File: src/rtl/herald_mac_pkg.sv
// herald_mac_pkg: shared definitions for the MAC engine.
//   - command opcode encoding
//   - FSM state encoding
//   - saturating-add outcome helper
package herald_mac_pkg;

    // Command opcodes
    localparam logic [1:0] OP_MUL  = 2'b00;
    localparam logic [1:0] OP_MAC  = 2'b01;
    localparam logic [1:0] OP_CLR  = 2'b10;
    localparam logic [1:0] OP_READ = 2'b11;

    // FSM states
    typedef logic [1:0] state_t;
    localparam state_t ST_IDLE = 2'd0;
    localparam state_t ST_MULT = 2'd1;
    localparam state_t ST_ACC  = 2'd2;
    localparam state_t ST_RESP = 2'd3;

    // Outcome of an accumulator add.
    // clamp: replace the sum with all-ones.
    // ovf:   set the channel's sticky flag.
    typedef struct packed {
        logic clamp;
        logic ovf;
    } sat_ctl_t;

    // The caller computes the sum one bit wider than the accumulator.
    // carry is that extra top bit. A carry always raises overflow. It
    // clamps only when saturation is enabled; otherwise the sum wraps.
    function automatic sat_ctl_t sat_add_ctl(input logic carry, input logic saturate);
        sat_ctl_t r;
        r.ovf   = carry;
        r.clamp = carry & saturate;
        return r;
    endfunction

endpackage

File: src/rtl/herald_seq_mult.sv
// herald_seq_mult: iterative unsigned shift-add multiplier.
// Processes one multiplier bit per clock, LSB first.
// Ports:
//   clk     in   clock, rising edge
//   rst     in   asynchronous active-high reset
//   start   in   sampled at a rising edge; latches a and b and clears the product
//   a, b    in   DATA_W-bit operands
//   done    out  high during the cycle whose closing edge is the DATA_W-th after start;
//                product is final after that edge
//   product out  2*DATA_W-bit result
module herald_seq_mult #(
    parameter int unsigned DATA_W = 8
) (
    input  logic                  clk,
    input  logic                  rst,
    input  logic                  start,
    input  logic [DATA_W-1:0]     a,
    input  logic [DATA_W-1:0]     b,
    output logic                  done,
    output logic [2*DATA_W-1:0]   product
);

    localparam int unsigned CNT_W = $clog2(DATA_W + 1);

    logic                run_q, run_d;
    logic [CNT_W-1:0]    cnt_q, cnt_d;
    logic [2*DATA_W-1:0] mcand_q, mcand_d;
    logic [DATA_W-1:0]   mplier_q, mplier_d;
    logic [2*DATA_W-1:0] prod_q, prod_d;

    assign done    = run_q && (cnt_q == CNT_W'(DATA_W - 1));
    assign product = prod_q;

    always_comb begin
        run_d    = run_q;
        cnt_d    = cnt_q;
        mcand_d  = mcand_q;
        mplier_d = mplier_q;
        prod_d   = prod_q;
        if (start) begin
            run_d    = 1'b1;
            cnt_d    = '0;
            mcand_d  = {{DATA_W{1'b0}}, a};
            mplier_d = b;
            prod_d   = '0;
        end else if (run_q) begin
            if (mplier_q[0]) begin
                prod_d = prod_q + mcand_q;
            end
            mcand_d  = mcand_q << 1;
            mplier_d = mplier_q >> 1;
            cnt_d    = cnt_q + CNT_W'(1);
            if (done) begin
                run_d = 1'b0;
            end
        end
    end

    always_ff @(posedge clk or posedge rst) begin
        if (rst) begin
            run_q    <= 1'b0;
            cnt_q    <= '0;
            mcand_q  <= '0;
            mplier_q <= '0;
            prod_q   <= '0;
        end else begin
            run_q    <= run_d;
            cnt_q    <= cnt_d;
            mcand_q  <= mcand_d;
            mplier_q <= mplier_d;
            prod_q   <= prod_d;
        end
    end

endmodule

File: src/rtl/herald_mac_engine.sv
// herald_mac_engine: multi-channel unsigned multiply/accumulate engine.
// Ports:
//   clk, rst                  clock (rising edge), asynchronous active-high reset
//   cmd_valid/cmd_ready       command handshake; accepted only in IDLE
//   cmd_op                    00 MUL, 01 MAC, 10 CLR, 11 READ
//   cmd_ch, cmd_a, cmd_b      target channel and operands, latched at accept
//   rsp_valid/rsp_ready       response handshake; payload held until accepted
//   rsp_data, rsp_ch, rsp_ovf result, originating channel, channel sticky overflow
//   busy                      engine not idle
module herald_mac_engine
    import herald_mac_pkg::*;
#(
    parameter int unsigned DATA_W   = 8,
    parameter int unsigned ACC_W    = 24,
    parameter int unsigned NUM_CH   = 4,
    parameter bit          SATURATE = 1'b1,
    localparam int unsigned CH_W    = (NUM_CH > 1) ? $clog2(NUM_CH) : 1
) (
    input  logic              clk,
    input  logic              rst,
    input  logic              cmd_valid,
    output logic              cmd_ready,
    input  logic [1:0]        cmd_op,
    input  logic [CH_W-1:0]   cmd_ch,
    input  logic [DATA_W-1:0] cmd_a,
    input  logic [DATA_W-1:0] cmd_b,
    output logic              rsp_valid,
    input  logic              rsp_ready,
    output logic [ACC_W-1:0]  rsp_data,
    output logic [CH_W-1:0]   rsp_ch,
    output logic              rsp_ovf,
    output logic              busy
);

    state_t              state_q, state_d;
    logic [1:0]          op_q, op_d;
    logic [CH_W-1:0]     ch_q, ch_d;
    logic [ACC_W-1:0]    rsp_data_q, rsp_data_d;
    logic                rsp_ovf_q, rsp_ovf_d;
    logic [ACC_W-1:0]    acc_q [NUM_CH];
    logic [ACC_W-1:0]    acc_d [NUM_CH];
    logic [NUM_CH-1:0]   sticky_q, sticky_d;

    logic                  mult_start;
    logic                  mult_done;
    logic [2*DATA_W-1:0]   mult_product;

    // Channel being addressed this cycle. In IDLE it is the live command;
    // later it is the latched one.
    logic [CH_W-1:0]  sel_ch;
    logic             ch_ok;
    logic [ACC_W-1:0] acc_sel;
    logic             sticky_sel;
    logic [ACC_W:0]   sum;
    sat_ctl_t         sat;
    logic [ACC_W-1:0] mac_val;

    herald_seq_mult #(
        .DATA_W (DATA_W)
    ) u_mult (
        .clk     (clk),
        .rst     (rst),
        .start   (mult_start),
        .a       (cmd_a),
        .b       (cmd_b),
        .done    (mult_done),
        .product (mult_product)
    );

    assign sel_ch = (state_q == ST_IDLE) ? cmd_ch : ch_q;
    assign ch_ok  = 32'(sel_ch) < NUM_CH;

    always_comb begin
        acc_sel    = '0;
        sticky_sel = 1'b0;
        for (int unsigned i = 0; i < NUM_CH; i++) begin
            if (32'(sel_ch) == i) begin
                acc_sel    = acc_q[i];
                sticky_sel = sticky_q[i];
            end
        end
    end

    assign sum     = {1'b0, acc_sel} + (ACC_W + 1)'(mult_product);
    assign sat     = sat_add_ctl(sum[ACC_W], SATURATE);
    assign mac_val = sat.clamp ? {ACC_W{1'b1}} : sum[ACC_W-1:0];

    always_comb begin
        state_d    = state_q;
        op_d       = op_q;
        ch_d       = ch_q;
        rsp_data_d = rsp_data_q;
        rsp_ovf_d  = rsp_ovf_q;
        acc_d      = acc_q;
        sticky_d   = sticky_q;
        mult_start = 1'b0;

        unique case (state_q)
            ST_IDLE: begin
                if (cmd_valid) begin
                    op_d = cmd_op;
                    ch_d = cmd_ch;
                    unique case (cmd_op)
                        OP_MUL, OP_MAC: begin
                            mult_start = 1'b1;
                            state_d    = ST_MULT;
                        end
                        OP_CLR: begin
                            rsp_data_d = '0;
                            rsp_ovf_d  = 1'b0;
                            for (int unsigned i = 0; i < NUM_CH; i++) begin
                                if (ch_ok && 32'(sel_ch) == i) begin
                                    acc_d[i]    = '0;
                                    sticky_d[i] = 1'b0;
                                end
                            end
                            state_d = ST_RESP;
                        end
                        OP_READ: begin
                            rsp_data_d = ch_ok ? acc_sel : '0;
                            rsp_ovf_d  = ch_ok & sticky_sel;
                            state_d    = ST_RESP;
                        end
                    endcase
                end
            end
            ST_MULT: begin
                if (mult_done) begin
                    state_d = ST_ACC;
                end
            end
            ST_ACC: begin
                state_d = ST_RESP;
                if (!ch_ok) begin
                    rsp_data_d = '0;
                    rsp_ovf_d  = 1'b0;
                end else if (op_q == OP_MAC) begin
                    rsp_data_d = mac_val;
                    rsp_ovf_d  = sticky_sel | sat.ovf;
                    for (int unsigned i = 0; i < NUM_CH; i++) begin
                        if (32'(sel_ch) == i) begin
                            acc_d[i]    = mac_val;
                            sticky_d[i] = sticky_sel | sat.ovf;
                        end
                    end
                end else begin
                    rsp_data_d = ACC_W'(mult_product);
                    rsp_ovf_d  = sticky_sel;
                end
            end
            ST_RESP: begin
                if (rsp_ready) begin
                    state_d = ST_IDLE;
                end
            end
            default: state_d = ST_IDLE;
        endcase
    end

    always_ff @(posedge clk or posedge rst) begin
        if (rst) begin
            state_q    <= ST_IDLE;
            op_q       <= OP_MUL;
            ch_q       <= '0;
            rsp_data_q <= '0;
            rsp_ovf_q  <= 1'b0;
            sticky_q   <= '0;
            for (int unsigned i = 0; i < NUM_CH; i++) begin
                acc_q[i] <= '0;
            end
        end else begin
            state_q    <= state_d;
            op_q       <= op_d;
            ch_q       <= ch_d;
            rsp_data_q <= rsp_data_d;
            rsp_ovf_q  <= rsp_ovf_d;
            sticky_q   <= sticky_d;
            acc_q      <= acc_d;
        end
    end

    assign cmd_ready = (state_q == ST_IDLE);
    assign busy      = (state_q != ST_IDLE);
    assign rsp_valid = (state_q == ST_RESP);
    assign rsp_data  = rsp_data_q;
    assign rsp_ch    = ch_q;
    assign rsp_ovf   = rsp_ovf_q;

endmodule

File: config.mk
export PLATFORM = sky130hd
export DESIGN_NAME = herald_mac_engine
export DESIGN_NICKNAME = d
export VERILOG_FILES = /design/src/rtl/herald_mac_pkg.sv /design/src/rtl/herald_seq_mult.sv /design/src/rtl/herald_mac_engine.sv
export SDC_FILE = /design/constraint.sdc
export NUM_CORES = 1
export LEC_CHECK = 0
export CAP_MARGIN = 20
export CORE_MARGIN = 1
export CORE_UTILIZATION = 60
export DETAILED_ROUTE_END_ITERATION = 8
export PLACE_DENSITY = 0.77
export SLEW_MARGIN = 20
export SYNTH_ARGS = -nofsm -noshare
export SYNTH_HDL_FRONTEND = slang
export SYNTH_SLANG_ARGS = --single-unit
File: constraint.sdc
create_clock -name clk -period 7.5 [get_ports clk]
set_input_delay 1.125 -clock clk [delete_from_list [all_inputs] [get_ports clk]]
set_output_delay 1.125 -clock clk [all_outputs]
set_load 0.05 [all_outputs]
==> impl_metrics.csv <==
group,metric,value,unit
layout,final-seq-area,0.00440,mm²
layout,n_fill_cell,1146,
detailed_routing,wl_per_cell,18.4,µm
floorplanning,num_rows,45,
detailed_routing,ant_nets,0,
synthesis,synth-edff-count,0,
detailed_routing,dr.pass1.iters,6,
timing,setup_viol,0,
synthesis,yosysSeqAreaShare,46.0,%
layout,multiInputGateArea,0.00490,mm²
critical_path,r2r-start,"state_q[0]",
global_route,grt_pass1_wl,37700,µm
critical_path,critPathMaxStageDelay,700,ps
global_route,grt_use_met1,42.4,%
placement,gp_congestion,0.947,
clocking,path_clk_slew,70,ps
layout,mostFrequentLayoutCells,"184 x nand2_1, 176 x dfrtp_1, 92 x o21ai_0",
timing,min_period,5390,ps
layout,drive_gt1_share,11.7,%
critical_path,cp_top_family,"multiplexers",
timing,slew_viol_final,0,
timing,skew,13.7,ps
timing,whs,478,ps
floorplanning,die_area,0.0165,mm²
flow_run,cap_violations,0,
clocking,cts.sink_count,176,
global_route,met2_usage,46.7,%
detailed_routing,first_iter_violations,726,
critical_path,slowest_stage,"o22ai_1",
global_route,grt-busiest-layer,"met2",
critical_path,path_buf_inv,3,
clocking,cts_tree,"built",
timing,fmax,186,MHz
synthesis,syn_area,0.00957,mm²
global_route,first_global_vias,7211,
synthesis,synth.avg_cell_area,9.79,µm²
detailed_routing,vias,7584,
power,p_per_area,440,mW/mm²
synthesis,ys_warn_count,0,
floorplanning,ioPinCount,54,
clocking,cts.path.max_buffers,2,
synthesis,async_flop_share,100,%
global_route,met3_usage,6.05,%
placement,hpwl,15400,µm
power,cellLeakagePower,4.90,nW
power,ir_worst_vdd,0.000221,V
status,outcome,"completed",
timing,slew-limit-headroom,36.1,%
synthesis,syn_nets,1040,
clocking,post_cts_resized,0,
floorplanning,fp.dieH,128,µm
placement,numPortBuffers,53,
timing,fin_tns_setup,0,ps
clocking,clk-insertion-delay-late,440,ps
global_route,grt_start_max_net_pins,81,
layout,fin_nets,1080,
timing,rsz0062_at_grt,"false",
detailed_routing,wirelength,22800,µm
layout,mostFrequentLayoutCell,"nand2_1",
synthesis,synthCells,977,
hold_path,worstHoldPathCells,2,
synthesis,yosysUniqueCellTypes,67,
floorplanning,core_area,0.0154,mm²
critical_path,cp-start-kind,"flop",
detailed_routing,via_per_inst,6.11,
layout,synthToLayoutAreaGrowth,14.2,%
critical_path,worstPathRequired,7880,ps
global_route,antenna_found_initial,0,
critical_path,r2r_cells,16,
floorplanning,start_util,62.2,%
clocking,htree_num_levels,4,
clocking,hold_buffers,0,
synthesis,synth_seq_cells,176,
hold_path,hold_class,"flop to flop",
critical_path,crit_fanout,13,
global_route,grtUsageTotal,29.9,%
timing,tightest_slew,959,ps
hold_path,hold_path_end,"acc_q[9]",
layout,num_antenna_cells,0,
clocking,post-cts-setup-buffers,0,
critical_path,worstPathArrival,5770,ps
clocking,cts-buffers-inserted,17,
critical_path,critPathKind,"flop to flop",
detailed_routing,drc,0,
timing,finalHoldViolations,0,
timing,post-route-period-util,71.9,%
global_route,overflow,0,
clocking,cts_root_buffer,"clkbuf_16",
synthesis,synthFlopType,"dfrtp_1",
critical_path,crit_path_cell_trace,"inv_1 > ha_1 > mux2i_4 > buf_4 > mux4_2 > ha_1 > inv_1 > fa_1 > nor2b_1 > o21ba_2 > o21ai_0 > a21oi_1 > o22ai_1 > nor4_1 > nor3b_1 > mux2_2",
floorplanning,dieWidth,128,µm
hold_path,worstHoldStart,"acc_q[9]",
critical_path,rrSetupSlack,2110,ps
critical_path,r2r_end,"acc_q[94]",
critical_path,cp-end-kind,"flop",
-- cells by family after synthesis --
logic type	after synthesis	share of synthesized area (%)
buffers and inverters	71	3.01
xor gates and xnor gates	27	2.47
DFF	176	46.0
adders and majority gates	39	5.26
muxes	78	12.0
AOI/OAI and AO/OA	269	17.0
and+or+nand+nor	317	14.3
-- worst max-delay path by stage --
stage / from / end / cells after the start
global placement: cmd_ch[0] / acc_q[46] / 15
CTS: state_q[0] / acc_q[94] / 16
finish: state_q[0] / acc_q[94] / 16
floorplan: rst / acc_q[0] / 1
global route: state_q[0] / acc_q[70] / 16
detailed placement: cmd_ch[0] / acc_q[44] / 15
-- layout make-up --
| cell class | instances | area share [%] |
|---|---|---|
| inverter | 22 | 0.801 |
| clock inverter | 13 | 1.34 |
| multi-input combinational | 730 | 44.8 |
| sequential | 176 | 40.3 |
| clock buffer | 19 | 4.14 |
| timing repair buffer | 70 | 6.20 |
| tap | 211 | 2.42 |
-- flip-flops by register name (all words and copies together) (netlist names) --
signal / cells
op_q: 2
u_mult.product: 16
u_mult.mcand_q: 16
rsp_ovf: 1
rsp_data: 24
u_mult.mplier_q: 8
acc_q: 96
u_mult.cnt_q: 4
state_q: 2
sticky_q: 4
rsp_ch: 2
u_mult.run_q: 1
-- worst min-delay path: stages, from the launching register on --
cell and delay [ps]:
dfrtp_1 340, nand2_1 40, o21ai_0 60
-- power by group --
| part | leakage [nW] | switching, mW | internal [mW] |
|---|---|---|---|
| sequential | 2.34 | 0.227 | 1.25 |
| clock | 0.283 | 0.407 | 0.487 |
| combinational | 2.28 | 1.53 | 0.910 |
-- synth_stat cells, types with 5 or more instances --
cell | number | area share (%)
nor2b_1 | 10 | 0.65
a21o_1 | 6 | 0.47
nor2_1 | 65 | 2.6
clkbuf_1 | 40 | 1.6
buf_2 | 5 | 0.26
a31oi_1 | 9 | 0.59
o31ai_1 | 22 | 1.7
mux2i_1 | 25 | 2.6
o21ai_0 | 92 | 4.8
nand4_1 | 6 | 0.39
xnor2_1 | 17 | 1.6
o22a_1 | 5 | 0.46
mux2_2 | 27 | 3.2
mux4_2 | 24 | 5.7
a211oi_1 | 8 | 0.63
nand2b_1 | 5 | 0.33
xor2_1 | 10 | 0.92
o21a_1 | 5 | 0.39
nor3_1 | 9 | 0.47
o21ai_1 | 24 | 1.3
a21oi_1 | 61 | 3.2
dfrtp_1 | 176 | 46
nand2_1 | 184 | 7.2
a221oi_1 | 8 | 0.73
ha_1 | 37 | 4.8
nand3_1 | 10 | 0.52
inv_1 | 17 | 0.67
-- layer usage --
layer  part of all wire (%)  up-vias
met5                      0        -
met4                    1.7        0
met3                    7.2       34
met2                     47      271
met1                     45     3709
li1                       -     3570
-- per-stage QoR --
stage,cell area (µm²),util (%),instances,power (mW),worst slack [ps]
finish,10900,71.1,1241,4.81,2110
global route,10900,71.1,1241,5.12,1650
CTS,10900,70.9,1240,4.79,2100
floorplan,9570,-,977,3.23,1600
detailed placement,10300,67.0,1208,3.88,1780
global placement,10300,67.0,1208,3.82,1830
No activity file was read; power rests on OpenSTA's default activity.
